### src/rtl/pim_pkg.sv
// pim_pkg: shared defaults and read-FSM encoding for the PIM operand loader.
package pim_pkg;
  localparam int PIM_DATA_W = 32;
  localparam int PIM_BLOCK_SIZE = 16;
  typedef enum logic [1:0] {IDLE = 2'd0, START = 2'd1, RUN = 2'd2} ld_state_t;
endpackage

### src/rtl/pim_operand_bank.sv
// pim_operand_bank: DEPTH x W register file, one sync write port and one async read port.
module pim_operand_bank #(
  parameter int DEPTH = 16,
  parameter int W = 64,
  localparam int IDX_W = $clog2(DEPTH)
) (
  input  logic             clk,
  input  logic             we,
  input  logic [IDX_W-1:0] waddr,
  input  logic [W-1:0]     wdata,
  input  logic [IDX_W-1:0] raddr,
  output logic [W-1:0]     rdata
);
  logic [W-1:0] mem [DEPTH];
  always_ff @(posedge clk)
    if (we) mem[waddr] <= wdata;
  assign rdata = mem[raddr];
endmodule

### src/rtl/pim_operand_loader.sv
// pim_operand_loader: ping-pong operand buffer feeding (x, w) pairs to the PIM MAC engine.
module pim_operand_loader
  import pim_pkg::*;
#(
  parameter int BLOCK_SIZE = PIM_BLOCK_SIZE,
  parameter int DATA_W = PIM_DATA_W,
  localparam int IDX_W = $clog2(BLOCK_SIZE)
) (
  input  logic              clk,
  input  logic              rst,
  input  logic              in_valid,
  output logic              in_ready,
  input  logic [DATA_W-1:0] in_x,
  input  logic [DATA_W-1:0] in_w,
  output logic              mac_start,
  input  logic              mac_busy,
  input  logic              mac_done,
  output logic              op_valid,
  output logic [DATA_W-1:0] op_x,
  output logic [DATA_W-1:0] op_w,
  output logic [15:0]       blocks_issued,
  output logic              err_unexp_done
);
  localparam logic [IDX_W-1:0] LAST = IDX_W'(BLOCK_SIZE - 1);
  ld_state_t state;
  logic wr_bank, rd_bank;
  logic [IDX_W-1:0] wr_ptr, rd_ptr;
  logic [1:0] bank_full;
  logic [2*DATA_W-1:0] rdata [2];
  logic wr_fire, wr_last, rd_clr;
  assign in_ready = !bank_full[wr_bank];
  assign wr_fire = in_valid && in_ready;
  assign wr_last = wr_fire && wr_ptr == LAST;
  assign rd_clr = state == RUN && mac_done;
  for (genvar b = 0; b < 2; b++) begin : g_bank
    pim_operand_bank #(.DEPTH(BLOCK_SIZE), .W(2*DATA_W)) u_bank (
      .clk(clk),
      .we(wr_fire && wr_bank == 1'(b)),
      .waddr(wr_ptr),
      .wdata({in_x, in_w}),
      .raddr(rd_ptr),
      .rdata(rdata[b])
    );
  end
  assign {op_x, op_w} = rdata[rd_bank];
  always_ff @(posedge clk or posedge rst)
    if (rst) begin
      wr_bank <= 1'b0;
      wr_ptr <= '0;
    end else if (wr_fire) begin
      wr_ptr <= wr_ptr + 1'b1;
      wr_bank <= wr_bank ^ wr_last;
    end
  // set and clear always hit different banks, so both apply in the same cycle
  always_ff @(posedge clk or posedge rst)
    if (rst) bank_full <= 2'b00;
    else bank_full <= (bank_full | (wr_last ? 2'b01 << wr_bank : 2'b00))
                      & ~(rd_clr ? 2'b01 << rd_bank : 2'b00);
  always_ff @(posedge clk or posedge rst)
    if (rst) begin
      state <= IDLE;
      rd_bank <= 1'b0;
      rd_ptr <= '0;
      mac_start <= 1'b0;
      op_valid <= 1'b0;
      blocks_issued <= '0;
      err_unexp_done <= 1'b0;
    end else begin
      if (mac_done && state != RUN) err_unexp_done <= 1'b1;
      case (state)
        IDLE:
          if (bank_full[rd_bank] && !mac_busy) begin
            state <= START;
            rd_ptr <= '0;
            mac_start <= 1'b1;
            blocks_issued <= blocks_issued + 1'b1;
          end
        START: begin
          state <= RUN;
          mac_start <= 1'b0;
          op_valid <= 1'b1;
        end
        RUN:
          if (mac_done) begin
            state <= IDLE;
            op_valid <= 1'b0;
            rd_bank <= ~rd_bank;
          end else if (mac_busy && rd_ptr != LAST) rd_ptr <= rd_ptr + 1'b1;
        default: state <= IDLE;
      endcase
    end
endmodule

### config.mk
export PLATFORM = sky130hd
export DESIGN_NAME = pim_operand_loader
export DESIGN_NICKNAME = d
export VERILOG_FILES = /design/src/rtl/pim_pkg.sv /design/src/rtl/pim_operand_bank.sv /design/src/rtl/pim_operand_loader.sv
export SDC_FILE = /design/constraint.sdc
export NUM_CORES = 2
export LEC_CHECK = 0
export CAP_MARGIN = 20
export CORE_MARGIN = 5
export CORE_UTILIZATION = 53
export DETAILED_ROUTE_END_ITERATION = 12
export PLACE_DENSITY_LB_ADDON = 0.3
export RECOVER_POWER = 50
export SETUP_SLACK_MARGIN = 0.05
export SYNTH_ARGS = -nofsm -noshare
export SYNTH_HDL_FRONTEND = slang
export SYNTH_SLANG_ARGS = --single-unit
### constraint.sdc
create_clock -name clk -period 4.5 [get_ports clk]
set_input_delay 0.9 -clock clk [delete_from_list [all_inputs] [get_ports clk]]
set_output_delay 0.9 -clock clk [all_outputs]
set_load 0.03 [all_outputs]
==> metrics.csv <==
stage,metric,value,unit
synth,Syn Nets,3366,
clocking,total CTS buffers,198,
sta,Least-Margin Pin Slew,1.73,ns
synth,post-synth top area cell,edfxtp_1,
setup_path,"CP delay by family, top",buffers and inverters,
sta,Setup Skew,0.0370,ns
setup_path,Crit path largest cell delay,0.50,ns
outcome,status,"complete, but fails checks",
setup_path,CP required,3.60,ns
global_routing,first-pass GRT wire length,277000,um
clocking,hold buffers post-CTS,0,
run,Max-Cap Viols,1,
synth,Yosys top cell area share,78.9,%
finish,most frequent cells in the layout,"edfxtp_1, mux4_2, o22ai_1",
worst_hold_path,hold crit path type,primary input to async pin,
synth,Synth cell types,45,
finish,Post-Route Utilization,61.8,%
setup_path,crit path buf inv count,5,
sta,Slew headroom,-15.7,%
die,Core Rows,140,
die,die width,394,um
synth,Post-synth ARST share,1.59,%
place,placed cell count,5375,
setup_path,Crit. path cell count,8,
routing,routed vias/inst,6.57,
power,Power Total,46.3,mW
synth,"Seq/Total Area, Yosys",79.9,%
synth,synth warn,0,
clocking,CTS tree,done,
setup_path,CP Cell Sequence,buf_4 -> buf_4 -> clkbuf_8 -> mux4_2 -> o22ai_1 -> nor4_1 -> buf_4 -> buf_12,
setup_path,arrival time worst endpoint,3.42,ns
finish,"commonest non-fill, non-tap cell in the layout",edfxtp_1,
synth,Gate Count Post-Synth,3289,
outcome,failing checks,"capacitance limit, slew limit",
die,Die H,394,um
routing,final WL,193000,um
routing,drt drc,0,
clocking,H-tree Lvls,4,
synth,Synth Area per Inst,23.7,um2
die,die area,0.155,mm2
setup_path,Reg2Reg Depth,4,
global_routing,vias in the first global route,38300,
synth,Yosys reg bits,2081,
sta,Final Cycle Share,96.0,%
synth,Synth Cell Area,0.0780,mm2
global_routing,largest net degree at the start of global routing,68,
die,Initial Utilization,53.4,%
sta,fmax,232,MHz
synth,number of synthesized flops with an enable pin,2048,
clocking,clk sinks,2081,
sta,"Hold Vio Cnt, Final",0,
setup_path,"most used cell, CP",buf_4,
finish,nets,3758,
routing,number of DRC markers in iteration 0,4389,
finish,fraction of layout cells with a size suffix above 1,27.9,%
global_routing,initial antenna violation count,21,
global_routing,global route overflow,0,
place,placed inst area,0.0835,mm2
sta,Setup-failing EPs final,0,
finish,final instance area,0.0902,mm2
setup_path,crit end category,primary output,
clocking,Bufs on Longest Clock Path,3,
place,Final GP Congestion,0.774,
clocking,Skew-Pair Late Insertion Delay,0.82,ns
synth,top area cells in the synthesized netlist,"edfxtp_1, mux4_2, o22ai_1",
power,VDD IR max,384,uV
sta,RSZ-0062 raised after global routing,true,
routing,Detailed Routing Iterations Pass 1,5,
sta,Final min period,4.32,ns
sta,Fin Setup TNS,0,ns
setup_path,CP max FO,50,
sta,max-slew violation count,39,
finish,Finished Layout Cells,5766,
clocking,Root Buffer,clkbuf_16,
clocking,Clock transition at path regs,0.06,ns
setup_path,Crit Path Class,register to primary output,
synth,ys flop type,edfxtp_1,
setup_path,Setup crit start kind,register,
routing,via count,37900,
global_routing,GRT Overall Usage,24.8,%
finish,Area Overhead vs Synth,15.7,%
die,I/O Pins,153,
routing,"antenna viol nets, final",0,
die,core area,0.146,mm2
routing,DR WL/cell,33.4,um
power,P per Cell Area,513,mW/mm2
place,PortBufs,152,
power,Leak,27.5,nW
place,HPWL Detailed,101000,um
setup_path,"Slowest-stage cell, CP",dfrtp_4,
## what timing repair did
item                       in CTS  in global routing
resized for setup              67                 11
cloned                          2                  1
pin swaps                       2                  0
setup endpoints to repair      56                 13
hold endpoints to repair        0                  0
buffers inserted               13                  1
## cells by family after synthesis
logic type | Yosys count | synth area share [%]
flip-flops | 2081 | 79.9
AO/OA/AOI/OAI | 280 | 2.27
XOR/XNOR | 19 | 0.213
multiplexers | 528 | 14.8
buffers and inverters | 187 | 1.36
AND/OR/NAND/NOR | 186 | 1.30
adder cells (fa/ha/maj) | 8 | 0.128
## through the flow
stage | hold slack [ns] | setup slack, ns
3_3_place_gp | 0.462 | 0.286
3_5_place_dp | 0.481 | 0.224
2_1_floorplan | 0.492 | -0.192
4_1_cts | 0.488 | 0.0502
5_1_grt | 0.436 | 0.0417
6_report | 0.454 | 0.181
## final cells by class
type                            count  area (um2)
Antenna cell                        8        20.0
Clock buffer                      251        5250
Clock inverter                    109        1010
Fill cell                        9581       55700
Inverter                            8        30.0
Multi-Input combinational cell   1021       15000
Sequential cell                  2081       62300
Tap cell                         1917        2400
Timing Repair Buffer              371        4210
## power by group
part	internal [mW]	total, mW	switching (mW)
Sequential	22.2	22.4	0.274
Clock	8.93	16.0	7.08
Combinational	3.38	7.87	4.49
Total	34.5	46.3	11.8
## layer usage
metal  vias up  share of wire (%)  track usage (%)
met4        10                3.0             7.13
met3       395                 10             5.28
met1     20200                 38             34.7
li1      15100                  -                -
met2      2217                 49             40.3
met5         -              0.032                0
## state kept, by name, indices dropped and copies added (netlist names)
register	flops
g_bank.u_bank.mem	2048
blocks_issued	16
rd_ptr	4
wr_ptr	4
bank_full	2
state	2
err_unexp_done	1
mac_start	1
op_valid	1
rd_bank	1
wr_bank	1
## synth_stat cells, types with 2 or more instances
cell      number
a22oi_1       15
and4_1         3
inv_1          8
edfxtp_1    2048
dfrtp_1       33
nand2b_1       5
ha_1           8
nand2_1       14
or2_2          4
buf_6         25
buf_1         15
nand3_1       22
xor2_1         7
or4_1          2
o22ai_1      245
and3_1         3
mux4_2       500
nand4_1        9
xnor2_1       12
nor3b_1        3
nor2_1        43
o31ai_1        3
mux2_2         2
mux2i_1       26
nand3b_1       2
clkbuf_1      63
buf_4         30
o21ai_0        4
nor4_1        63
nor2b_1        5
buf_2         45
a21oi_1        8
and2_0         2
## worst paths after layout
path	startpoint	to	slack, ns
setup / recovery	rd_ptr[1]	op_x[1]	0.18
hold / removal	rst	blocks_issued[15]	0.45
setup reg to reg	wr_bank	g_bank[0].u_bank.mem[10][1]	1.49
hold reg to reg	blocks_issued[15]	blocks_issued[15]	0.48
max in group asynchronous	rst	rd_bank	2.21
min in group clk	blocks_issued[15]	blocks_issued[15]	0.48
Note: power is estimated with default switching activity, not from simulation.
